$ cat src/rtl/shift_seq_unit_pkg.sv
// Shared encodings for the iterative shift/rotate stage.
// Modes, FSM states and default widths.
package shift_seq_unit_pkg;

  localparam int WIDTH_DEF = 16;
  localparam int AMT_W_DEF = 5;

  typedef enum logic [2:0] {
    MODE_SHL = 3'b000,
    MODE_ASR = 3'b001,
    MODE_LSR = 3'b010,
    MODE_ROL = 3'b011,
    MODE_ROR = 3'b100,
    MODE_RCL = 3'b101,
    MODE_RCR = 3'b110,
    MODE_RSV = 3'b111
  } mode_e;

  typedef enum logic [1:0] {
    ST_IDLE  = 2'd0,
    ST_SHIFT = 2'd1,
    ST_DONE  = 2'd2
  } state_e;

endpackage

$ cat src/rtl/shift_seq_unit_step.sv
// One-bit shift/rotate step, purely combinational.
// Reserved mode passes data and carry through.
module shift_step
  import shift_seq_unit_pkg::*;
#(
  parameter int WIDTH = WIDTH_DEF
) (
  input  mode_e            i_mode,
  input  logic [WIDTH-1:0] i_d,
  input  logic             i_c,
  output logic [WIDTH-1:0] o_d,
  output logic             o_c
);

  localparam int MSB = WIDTH - 1;

  // single-bit step for the selected mode
  always_comb begin
    o_d = i_d;
    o_c = i_c;
    unique case (i_mode)
      MODE_SHL: begin
        o_c = i_d[MSB];
        o_d = {i_d[MSB-1:0], 1'b0};
      end
      MODE_ASR: begin
        o_c = i_d[0];
        o_d = {i_d[MSB], i_d[MSB:1]};
      end
      MODE_LSR: begin
        o_c = i_d[0];
        o_d = {1'b0, i_d[MSB:1]};
      end
      MODE_ROL: begin
        o_c = i_d[MSB];
        o_d = {i_d[MSB-1:0], i_d[MSB]};
      end
      MODE_ROR: begin
        o_c = i_d[0];
        o_d = {i_d[0], i_d[MSB:1]};
      end
      MODE_RCL: begin
        o_c = i_d[MSB];
        o_d = {i_d[MSB-1:0], i_c};
      end
      MODE_RCR: begin
        o_c = i_d[0];
        o_d = {i_c, i_d[MSB:1]};
      end
      default: begin
        o_d = i_d;
        o_c = i_c;
      end
    endcase
  end

endmodule

$ cat src/rtl/shift_seq_unit.sv
// Multi-cycle shift/rotate execute stage.
// One bit per cycle, result held behind valid/ready.
module shift_seq_unit
  import shift_seq_unit_pkg::*;
#(
  parameter int WIDTH = WIDTH_DEF,
  parameter int AMT_W = AMT_W_DEF
) (
  input  logic             clk,
  input  logic             rst,
  input  logic             in_valid,
  output logic             in_ready,
  input  logic [2:0]       in_mode,
  input  logic [WIDTH-1:0] in_data,
  input  logic [AMT_W-1:0] in_amt,
  input  logic             in_carry,
  output logic             out_valid,
  input  logic             out_ready,
  output logic [WIDTH-1:0] out_data,
  output logic             out_carry,
  output logic             out_zero,
  output logic             out_neg,
  output logic             busy
);

  state_e           r_state;
  state_e           w_next;
  logic [WIDTH-1:0] r_data;
  logic             r_carry;
  mode_e            r_mode;
  logic [AMT_W-1:0] r_cnt;
  logic [WIDTH-1:0] w_step_d;
  logic             w_step_c;
  logic             w_accept;
  logic             w_bypass;

  assign w_accept = in_valid && in_ready;
  assign w_bypass = (in_amt == '0) ||
                    (in_mode == MODE_RSV);

  shift_step #(.WIDTH(WIDTH)) u_step (
    .i_mode (r_mode),
    .i_d    (r_data),
    .i_c    (r_carry),
    .o_d    (w_step_d),
    .o_c    (w_step_c)
  );

  // state register
  always_ff @(posedge clk) begin
    if (rst) r_state <= ST_IDLE;
    else     r_state <= w_next;
  end

  // next-state: count of 1 marks the final step
  always_comb begin
    w_next = r_state;
    unique case (r_state)
      ST_IDLE: begin
        if (w_accept)
          w_next = w_bypass ? ST_DONE : ST_SHIFT;
      end
      ST_SHIFT: begin
        if (r_cnt == AMT_W'(1)) w_next = ST_DONE;
      end
      ST_DONE: begin
        if (out_ready) w_next = ST_IDLE;
      end
      default: w_next = ST_IDLE;
    endcase
  end

  // outputs: flags only meaningful while a result is presented
  always_comb begin
    in_ready  = (r_state == ST_IDLE) && !rst;
    out_valid = (r_state == ST_DONE);
    busy      = (r_state != ST_IDLE);
    out_data  = r_data;
    out_carry = r_carry;
    out_zero  = out_valid && (r_data == '0);
    out_neg   = out_valid && r_data[WIDTH-1];
  end

  // datapath: latch request, then step once per SHIFT cycle
  always_ff @(posedge clk) begin
    if (rst) begin
      r_data  <= '0;
      r_carry <= 1'b0;
      r_mode  <= MODE_SHL;
      r_cnt   <= '0;
    end else if (w_accept) begin
      r_data  <= in_data;
      r_carry <= in_carry;
      r_mode  <= mode_e'(in_mode);
      r_cnt   <= in_amt;
    end else if (r_state == ST_SHIFT) begin
      r_data  <= w_step_d;
      r_carry <= w_step_c;
      r_cnt   <= r_cnt - AMT_W'(1);
    end
  end

endmodule

$ cat config.mk
export PLATFORM = sky130hd
export DESIGN_NAME = shift_seq_unit
export DESIGN_NICKNAME = d
export VERILOG_FILES = /design/src/rtl/shift_seq_unit_pkg.sv /design/src/rtl/shift_seq_unit_step.sv /design/src/rtl/shift_seq_unit.sv
export SDC_FILE = /design/constraint.sdc
export NUM_CORES = 1
export LEC_CHECK = 0
export ABC_AREA = 1
export BUFFER_PORTS_ARGS = -buffer_cell sky130_fd_sc_hd__clkbuf_2
export CORE_UTILIZATION = 57
export CTS_CLUSTER_SIZE = 12
export DETAILED_ROUTE_END_ITERATION = 6
export GPL_TIMING_DRIVEN = 0
export PLACE_DENSITY = 0.86
export SLEW_MARGIN = 40
export SYNTH_ARGS = -nofsm -noshare
export SYNTH_HDL_FRONTEND = slang
export SYNTH_SLANG_ARGS = --single-unit
$ cat constraint.sdc
create_clock -name clk -period 2.8 [get_ports clk]
set_input_delay 0.14 -clock clk [delete_from_list [all_inputs] [get_ports clk]]
set_output_delay 0.14 -clock clk [all_outputs]
set_load 0.1 [all_outputs]
==> flow_summary_export.csv, run 1 <==
group,metric,value,unit
outcome,status,"finished, final reports clean",
die,start_util,0.6097,
placement,gp_congestion,0.8652,
power_and_ir_drop,clockPowerShare,0.075,
worst_setup_path,crit_slowest_cell,"dfxtp_1",
power_and_ir_drop,power_frac_seq,0.254,
layout,antenna_cells,0,
detailed_routing,wl,4953,µm
timing,finalMaxSlewViolations,0,
global_route,grt_max_degree,16,
power_and_ir_drop,power,2.353,mW
cts,clkSlewWorstSetupHoldPaths,0.16,ns
timing,hold-worst-slack,0.07149,ns
synthesis,synth_cell_types,34,
placement,preCtsSetupSlack,1.067,ns
worst_setup_path,cp.required,2.66,ns
worst_setup_path,start_kind,"flip-flop",
power_and_ir_drop,p_comb_frac,0.671,
timing,max_freq,470.1,MHz
cts,clkSinkCount,27,
layout,final_cell_mix,"nand2_1 (77), clkbuf_2 (49), nand3_1 (30)",
timing,rsz0062_at_grt,"false",
power_and_ir_drop,vdd.ir_drop.worst,0.8050,mV
synthesis,yosys.area.top_type,"dfxtp_1",
power_and_ir_drop,p_sw,1.378,mW
global_route,antenna_found_initial,0,
synthesis,ys_ff_latch,27,
timing,layout_min_cycle_time,2.127,ns
cts,root_buffer,"clkbuf_4",
placement,io_buffers,49,
job,drv_cap,0,
die,rows,20,
timing,tightestPinTransition,0.7712,ns
detailed_routing,ant_nets,0,
worst_setup_path,slowest_delay,0.53,ns
layout,layout_commonest_cell,"nand2_1",
synthesis,yosysWarnings,0,
worst_setup_path,path_cells,"inv_1, nor2_2, nand3_1, nor3b_2, clkbuf_2",
layout,layout.nets,370,
synthesis,syn_avg_cell_area,6.638,µm²
cts,clk_path_buf_depth,2,
layout,final_core_util,0.7194,
detailed_routing,wl_per_cell,12.97,µm
placement,placement.cell_area,0.002205,mm²
placement,dpl.hpwl,3754,µm
timing,final-setup-viol-count,0,
die,core_area,0.003103,mm²
global_route,grt_pass1_vias,1909,
detailed_routing,avgViaCountPerCell,5.437,
layout,fin_area,0.002232,mm²
detailed_routing,num_vias,2077,
timing,hold_viol_final,0,
worst_setup_path,worst-path-buf-inv,2,
power_and_ir_drop,p_int,0.9757,mW
cts,post_cts_buffers,0,
timing,relSlewSlack,0.4858,
die,dieArea,0.003553,mm²
detailed_routing,drc_errors,0,
die,ios,51,
timing,finalClockSkew,0.01350,ns
cts,cts_made_buffers,3,
cts,cts_hold_repair.buffers,0,
power_and_ir_drop,swShare,0.5854,
synthesis,synth-seq-area-share,0.2857,
synthesis,synth_area_leaders,"dfxtp_1 (29%), nand2_1 (15%), nand3_1 (7.9%)",
timing,period_share,0.7597,
die,die_h,59.61,µm
worst_setup_path,crit_type,"reg2out",
detailed_routing,dr.first_iter.drc_count,144,
global_route,grt_util_all_layers,0.2985,
power_and_ir_drop,p_per_area,1054,mW/mm²
synthesis,netlist_instances,285,
cts,worstSkewPairLatency,0.34,ns
worst_hold_path,worstHoldPathType,"in2reg",
global_route,grt_pass1_wl,8004,µm
synthesis,synthFlopType,"dfxtp_1",
worst_setup_path,worstSetupEndpointType,"primary output",
synthesis,synth_edf_count,0,
global_route,overflow,0,
synthesis,synth_async_sr_flop_share,0,
worst_setup_path,critPathArrivalTime,1.99,ns
worst_setup_path,path_max_fanout,3,
detailed_routing,dr.pass1.iters,4,
synthesis,synth_area,0.001892,mm²
cts,h-tree-depth,1,
worst_setup_path,critPathTopFamily,"buffers and inverters",
die,die_w,59.61,µm
timing,setup_slack,0.6728,ns
cts,cts_tree,"done",
layout,synthToLayoutAreaGrowth,17.99,%
power_and_ir_drop,cellLeakagePower,1.065,nW
cts,ctsResizeCount,0,
synthesis,syn-num-nets,316,
synthesis,synth_top_area_frac,0.2857,
layout,drive_above_1_share,0.3166,
metal layers:
layer  wire length, µm  vias up  track usage  share of wire
li1                  -     1038            -              -
met4               155        0       0.1462          0.031
met2              2409       75       0.5233           0.49
met1              2141      946       0.3565           0.43
met5                 0        -            0              0
met3               246       18      0.03930          0.050
Yosys cell counts (2+ instances only):
cell type / count
o21ai_2: 9
nand2_4: 2
nor2_1: 18
nand2_1: 77
nand3_1: 30
a21oi_2: 10
a31oi_1: 2
buf_2: 3
nor3_1: 2
inv_1: 26
inv_2: 10
a21oi_1: 9
o21ai_0: 16
buf_4: 4
nand4_1: 17
buf_6: 3
ha_1: 2
clkbuf_1: 2
nand2_2: 2
dfxtp_1: 27
sequential cells by signal (all words and copies together), names as in the netlist:
signal     flops
r_state        2
out_carry      1
out_data      16
r_cnt          5
r_mode         3
area by class of cell:
type                    count  area, µm²
well taps                  44      55.05
clock inverters             1      5.005
clock buffers               3      22.52
flip-flops and latches     27      540.5
inverters                  37      140.1
multi-input cells         207       1114
fillers                   300      870.8
plain buffers              14      110.1
repair buffers             49      245.2
worst paths after layout:
| check | start | endpoint | slack [ns] | cells after the start |
|---|---|---|---|---|
| hold reg to reg | r_cnt[1]$_SDFFE_PP0P_ | r_cnt[1]$_SDFFE_PP0P_ | 0.50 | 2 |
| setup reg to reg | r_mode[2]$_SDFFE_PP0P_ | out_data[2]$_SDFFE_PP0P_ | 1.28 | 6 |
| setup / recovery | r_state[1]$_SDFFE_PP0P_ | out_zero | 0.67 | 5 |
| hold / removal | in_amt[1] | r_cnt[1]$_SDFFE_PP0P_ | 0.07 | 3 |
power by group through the flow:
stage	clock network (mW)	logic, mW	registers (mW)
floorplan	0	0.980	0.923
global placement	0	1.54	0.598
detailed placement	0	1.57	0.601
CTS	0.176	1.58	0.593
global route	0.195	1.71	0.608
finish	0.176	1.58	0.597
worst min-delay path: stages:
cell and delay, ns:
clkbuf_2 0.09, nand2_1 0.07, a31oi_1 0.08
per-stage QoR:
| stage | setup TNS (ns) | cells |
|---|---|---|
| 2_1_floorplan | -0.2519 | 285 |
| 3_3_place_gp | 0 | 378 |
| 3_5_place_dp | 0 | 378 |
| 4_1_cts | 0 | 382 |
| 5_1_grt | 0 | 382 |
| 6_report | 0 | 382 |
logic make-up after synthesis:
logic type | count (synthesis) | share of synthesized area
xor+xnor | 2 | 0.009261
flops | 27 | 0.2857
fa+ha+maj | 2 | 0.01323
buf+inv | 51 | 0.1323
simple gates | 156 | 0.3948
compound gates | 47 | 0.1647
No activity file was read; power rests on OpenSTA's default activity.
==> inputs of run 2 (changes only) <==
--- a/config.mk
+++ b/config.mk
@@ -7,11 +7,11 @@
 export LEC_CHECK = 0
 export ABC_AREA = 1
 export BUFFER_PORTS_ARGS = -buffer_cell sky130_fd_sc_hd__clkbuf_2
-export CORE_UTILIZATION = 57
+export CORE_UTILIZATION = 47
 export CTS_CLUSTER_SIZE = 12
 export DETAILED_ROUTE_END_ITERATION = 6
 export GPL_TIMING_DRIVEN = 0
-export PLACE_DENSITY = 0.86
+export PLACE_DENSITY = 0.75
 export SLEW_MARGIN = 40
 export SYNTH_ARGS = -nofsm -noshare
 export SYNTH_HDL_FRONTEND = slang
==> constraint.sdc (replaced) <==
create_clock -name clk -period 1.7 [get_ports clk]
set_input_delay 0.085 -clock clk [delete_from_list [all_inputs] [get_ports clk]]
set_output_delay 0.085 -clock clk [all_outputs]
set_load 0.1 [all_outputs]
==> run 2 against run 1 <==
Sequential cell count is the same. Via count shrank 4.5%. Total power up 71%. Highest routed layer unchanged. Count of clock-buffer cells in the layout rose by 1. Global-route usage shrank 5.5 points. Clock power increased by 110%. Final cell count up 1.0%. Register-to-register slack got worse by 1.0 ns. Non-clock buffer count unchanged. Combinational power up 67%. Sequential power rose by 68%. Worst setup slack got worse by 0.57 ns.
==> flow_summary_export.csv, run 2 (synthesis results as in run 1) <==
group,metric,value,unit
layout,layout_commonest_cell,"nand2_1",
power_and_ir_drop,p_per_area,1743,mW/mm²
layout,regArea,546.8,µm²
cts,cts_tree,"done",
timing,relSlewSlack,0.6364,
layout,drive_above_1_share,0.3373,
power_and_ir_drop,power,4.015,mW
worst_setup_path,worstRegToRegCells,7,
worst_setup_path,reg2reg_slack,0.25,ns
timing,max_freq,624.6,MHz
layout,multi_input_area,0.001144,mm²
cts,h-tree-depth,1,
timing,final-setup-viol-count,0,
die,core_area,0.003771,mm²
detailed_routing,dr.first_iter.drc_count,137,
timing,layout_min_cycle_time,1.601,ns
worst_setup_path,start_kind,"flip-flop",
detailed_routing,ant_nets,0,
detailed_routing,dr.pass1.iters,5,
placement,gp_congestion,0.8703,
power_and_ir_drop,power_frac_seq,0.249,
placement,io_buffers,49,
power_and_ir_drop,p_comb_frac,0.659,
detailed_routing,drc_errors,0,
timing,tightestPinTransition,0.5477,ns
worst_setup_path,cp.required,1.62,ns
power_and_ir_drop,p_int,1.723,mW
cts,worstSkewPairLatency,0.27,ns
timing,finalMaxSlewViolations,0,
outcome,status,"finished, final reports clean",
worst_setup_path,crit_type,"reg2out",
placement,placed_cells,382,
power_and_ir_drop,vdd.ir_drop.worst,0.8681,mV
timing,finalClockSkew,0.003578,ns
detailed_routing,wl_per_cell,12.28,µm
cts,cts_made_buffers,3,
power_and_ir_drop,cellLeakagePower,1.074,nW
global_route,antenna_found_initial,0,
layout,largest_reg_flops,16,
detailed_routing,avgViaCountPerCell,5.140,
cts,clkSlewWorstSetupHoldPaths,0.09,ns
job,drv_cap,0,
global_route,grt_max_degree,15,
worst_setup_path,endpoint,"out_zero",
timing,hold-worst-slack,0.08034,ns
cts,root_buffer,"clkbuf_8",
layout,final_core_util,0.6108,
cts,clkSinkCount,27,
worst_setup_path,crit_start,"out_data[7]$_SDFFE_PP0P_",
timing,hold_viol_final,0,
global_route,grt_pass1_vias,1764,
layout,layout.nets,370,
global_route,grt_pass1_wl,8162,µm
die,dieArea,0.004283,mm²
power_and_ir_drop,p_sw,2.292,mW
die,die_h,65.45,µm
power_and_ir_drop,swShare,0.5708,
worst_setup_path,critPathArrivalTime,1.52,ns
layout,synthToLayoutAreaGrowth,21.76,%
worst_hold_path,worstHoldPathType,"in2reg",
die,start_util,0.5017,
power_and_ir_drop,clockPowerShare,0.092,
worst_setup_path,rr_startpoint,"r_mode[2]$_SDFFE_PP0P_",
detailed_routing,wl,4739,µm
timing,rsz0062_at_grt,"false",
worst_setup_path,worstSetupEndpointType,"primary output",
global_route,overflow,0,
layout,fin_cells,386,
global_route,grt_util_all_layers,0.2434,
die,rows,22,
layout,final_cell_mix,"nand2_1 (77), clkbuf_2 (48), nand3_1 (29)",
die,ios,51,
placement,dpl.hpwl,3584,µm
worst_setup_path,crit-reg2reg-capture,"out_data[8]$_SDFFE_PP0P_",
cts,clk_path_buf_depth,2,
worst_setup_path,path_max_fanout,5,
layout,antenna_cells,0,
detailed_routing,num_vias,1984,
timing,period_share,0.9418,
layout,fillers,382,
die,die_w,65.45,µm
run 2: per-stage QoR:
step	TNS, ns	instance area, µm²	worst slack, ns
after floorplan	-0.4617	1946	-0.3730
after global placement	0	2251	0.1390
after detailed placement	0	2251	0.1320
after CTS	0	2301	0.05495
after global routing	0	2303	0.02315
final	0	2303	0.09892
run 2: how the worst min path moves through the flow:
stage,start,endpoint,slack [ns],cells after the start
after floorplan,in_amt[0],r_cnt[0]$_SDFFE_PP0P_,0.25,2
after global placement,in_amt[1],r_cnt[1]$_SDFFE_PP0P_,0.37,3
after detailed placement,rst,out_data[1]$_SDFFE_PP0P_,0.37,2
after CTS,rst,out_data[1]$_SDFFE_PP0P_,0.08,2
after global routing,rst,out_data[1]$_SDFFE_PP0P_,0.09,2
final,in_amt[1],r_cnt[1]$_SDFFE_PP0P_,0.08,3
run 2: repair_timing:
item | in CTS | in global routing
endpoints found under the setup margin | 2 | 2
gates resized for setup | 2 | 2
setup buffers | 0 | 0
hold buffers | 0 | 0
endpoints found under the hold margin | 0 | 0
run 2: layer usage:
metal	track usage	routed length, µm	vias to the layer above
met3	0.04167	194	2
met5	0	0	-
met2	0.3995	2222	49
li1	-	-	1040
met1	0.3358	2298	893
met4	0.04076	25	0
run 2: worst max-delay path, stage by stage, from the launching register on:
cell and delay [ns]:
dfxtp_1 0.36, nor4_1 0.32, nor3b_4 0.24, buf_4 0.31
run 2: power groups by stage:
stage               clock, mW  combinational, mW  sequential (mW)
finish                  0.371               2.64             1.00
global route            0.409               2.89             1.02
CTS                     0.383               2.65            0.994
detailed placement          0               2.63             1.01
global placement            0               2.61             1.00
floorplan                   0               1.67             1.54
run 2: area by class of cell:
cell class,count,share of cell area
tap,48,0.02607
inverter,37,0.06355
multi-input combinational,207,0.4965
clock buffer,4,0.01955
sequential,27,0.2374
buffer,14,0.04834
timing repair buffer,49,0.1086
==> inputs of run 3 (changes only) <==
--- a/config.mk
+++ b/config.mk
@@ -5,9 +5,8 @@
 export SDC_FILE = /design/constraint.sdc
 export NUM_CORES = 1
 export LEC_CHECK = 0
-export ABC_AREA = 1
 export BUFFER_PORTS_ARGS = -buffer_cell sky130_fd_sc_hd__clkbuf_2
-export CORE_UTILIZATION = 47
+export CORE_UTILIZATION = 46
 export CTS_CLUSTER_SIZE = 12
 export DETAILED_ROUTE_END_ITERATION = 6
 export GPL_TIMING_DRIVEN = 0
==> constraint.sdc (replaced) <==
create_clock -name clk -period 1.3 [get_ports clk]
set_input_delay 0.065 -clock clk [delete_from_list [all_inputs] [get_ports clk]]
set_output_delay 0.065 -clock clk [all_outputs]
set_load 0.1 [all_outputs]
==> run 3 against run 2 <==
The run now ends with negative setup slack left. Sequential cell count is the same. Sequential power grew 14%. Count of clock-buffer cells in the layout is the same. Clock power grew 34%. Combinational power shrank 27%. Highest routed layer unchanged. Hold slack lost 0.049 ns. Critical path type is now reg2reg. Total power shrank 11%. Critical path depth grew 4. Synthesized cell count shrank 29%. Global-route usage grew 7.8 points.
==> flow_summary_export.csv, run 3 <==
group,metric,value,unit
outcome,status,"finished, violations left",
outcome,violations,"negative setup slack",
worst_setup_path,critPathArrivalTime,1.85,ns
die,dieArea,0.004039,mm²
global_route,grt_util_all_layers,0.3211,
synthesis,synthFlopType,"dfxtp_1",
detailed_routing,avgViaCountPerCell,6.701,
timing,rsz0062_at_grt,"true",
worst_setup_path,start_kind,"flip-flop",
layout,synthToLayoutAreaGrowth,82.91,%
die,core_area,0.003468,mm²
synthesis,yosysWarnings,0,
cts,worstSkewPairLatency,0.28,ns
cts,clkSinkCount,27,
timing,hold_viol_final,0,
detailed_routing,dr.first_iter.drc_count,284,
synthesis,syn_avg_cell_area,8.628,µm²
cts,cts_tree,"done",
job,drv_cap,0,
global_route,grt_pass1_wl,10140,µm
power_and_ir_drop,p_per_area,1119,mW/mm²
synthesis,synthTopCellsByCount,"dfxtp_1 (27), nor2_1 (27), nand2_1 (23), and3_1 (14), o41ai_2 (9)",
detailed_routing,wl_per_cell,23.91,µm
die,rows,21,
timing,finalMaxSlewViolations,0,
worst_setup_path,path_max_fanout,7,
synthesis,ys_ff_latch,27,
layout,final_cell_mix,"clkbuf_2 (44), buf_4 (24), nor2_1 (23)",
timing,layout_min_cycle_time,1.695,ns
global_route,overflow,0,
layout,layout_commonest_cell,"clkbuf_2",
detailed_routing,ant_nets,0,
worst_hold_path,worstHoldPathType,"in2reg",
cts,root_buffer,"clkbuf_8",
detailed_routing,drc_errors,0,
worst_setup_path,slowest_delay,0.36,ns
layout,largest_reg_flops,16,
synthesis,synth_edf_count,0,
synthesis,synth_cell_types,48,
global_route,antenna_found_initial,0,
synthesis,synth-seq-area-share,0.3101,
layout,drive_above_1_share,0.6218,
layout,antenna_cells,0,
power_and_ir_drop,vdd.ir_drop.worst,0.8883,mV
timing,setup_slack,-0.3945,ns
timing,hold-worst-slack,0.03131,ns
synthesis,synth_area_leaders,"dfxtp_1 (31%), o41ai_2 (8.4%), nor2_1 (5.8%)",
layout,fillers,116,
detailed_routing,wl,8558,µm
placement,io_buffers,50,
synthesis,netlist_instances,202,
timing,period_share,1.303,
synthesis,synth_area,0.001743,mm²
timing,final-setup-viol-count,34,
detailed_routing,dr.pass1.iters,6,
cts,clk_path_buf_depth,2,
layout,layout.nets,344,
timing,finalClockSkew,0.002415,ns
detailed_routing,num_vias,2399,
power_and_ir_drop,cellLeakagePower,1.337,nW
placement,dpl.hpwl,3403,µm
worst_setup_path,path_cells,"buf_4, o21ai_4, buf_12, buf_6, and3_1, a211oi_2, o41ai_1",
synthesis,syn-num-nets,233,
global_route,grt_pass1_vias,2088,
synthesis,synth_top_area_frac,0.3101,
cts,clkSlewWorstSetupHoldPaths,0.09,ns
die,start_util,0.5025,
synthesis,yosys.area.top_type,"dfxtp_1",
worst_setup_path,worstSetupEndpointType,"flip-flop",
synthesis,synth_async_sr_flop_share,0,
global_route,grt_max_degree,15,
worst_setup_path,crit_slowest_cell,"dfxtp_4",
timing,max_freq,590.1,MHz
die,ios,51,
worst_setup_path,crit_type,"reg2reg",
timing,tightestPinTransition,0.7757,ns
timing,relSlewSlack,0.4829,
die,die_h,63.56,µm
cts,h-tree-depth,1,
placement,gp_congestion,0.8168,
die,die_w,63.56,µm
power_and_ir_drop,power,3.567,mW
cts,cts_made_buffers,3,
worst_setup_path,cp.required,1.46,ns
[run 3: cell families (layout without fill, tap and decap cells)]
logic type,after synthesis,in the layout,share of synthesized area
flops,27,27,0.3101
fa+ha+maj,2,2,0.01436
mux,4,4,0.02369
simple gates,94,94,0.2800
compound gates,55,55,0.3029
xor+xnor,1,1,0.005026
buf+inv,19,129,0.06388
[run 3: path summary, 6_finish.rpt]
path	startpoint	to	slack, ns	depth (start not counted)
worst max-delay path	r_mode[1]$_SDFFE_PP0P_	out_data[2]$_SDFFE_PP0P_	-0.39	7
worst min-delay path	in_mode[1]	r_mode[1]$_SDFFE_PP0P_	0.03	3
worst max register to register	r_mode[1]$_SDFFE_PP0P_	out_data[2]$_SDFFE_PP0P_	-0.39	7
worst min register to register	r_cnt[1]$_SDFFE_PP0P_	r_cnt[1]$_SDFFE_PP0P_	0.57	2
[run 3: cell type report]
class / instances / area (µm²) / area share
multi-input combinational: 156 / 1393 / 0.4368
timing repair buffer: 108 / 959.7 / 0.3010
sequential: 27 / 590.6 / 0.1852
buffer: 13 / 127.6 / 0.04003
tap: 46 / 57.56 / 0.01805
clock buffer: 4 / 45.04 / 0.01413
inverter: 4 / 15.01 / 0.004710
[run 3: stage by stage]
step | TNS, ns | instances | setup WS (ns) | utilization | cell area, µm²
final | -8.286 | 358 | -0.3945 | 0.9192 | 3188
after global routing | -9.292 | 358 | -0.4324 | 0.9192 | 3188
after CTS | -5.103 | 339 | -0.3372 | 0.8009 | 2778
after detailed placement | -7.306 | 298 | -0.3535 | 0.6187 | 2146
after global placement | -7.026 | 298 | -0.3214 | 0.6187 | 2146
after floorplan | -3.679 | 202 | -0.3217 | - | 1838
[run 3: what timing repair did]
action,4_1_cts,5_1_grt
hold buffers,15,0
setup endpoints to repair,31,32
pin swaps,27,24
resized for setup,59,54
setup buffers,21,20
cloned,2,1
hold endpoints to repair,15,0
[run 3: metal layers]
metal  share of wire  global-route usage  vias up  wire length [µm]
li1                -                   -      983                 -
met1            0.36              0.3790     1134              3085
met2            0.48              0.5465      214              4076
met3           0.096             0.06159       68               819
met4           0.067              0.1619        0               577
met5               0                   0        -                 0
[run 3: power breakdown]
group / switching (mW) / internal, mW
clock network: 0.275 / 0.221
registers: 0.203 / 0.933
logic: 1.17 / 0.766
total: 1.65 / 1.92
[run 3: critical path, delay by kind of cell, from the launching register on]
family / cells / cell delay, ns
compound gates: 3 / 0.57
buf+inv: 3 / 0.43
flops: 1 / 0.36
simple gates: 1 / 0.21
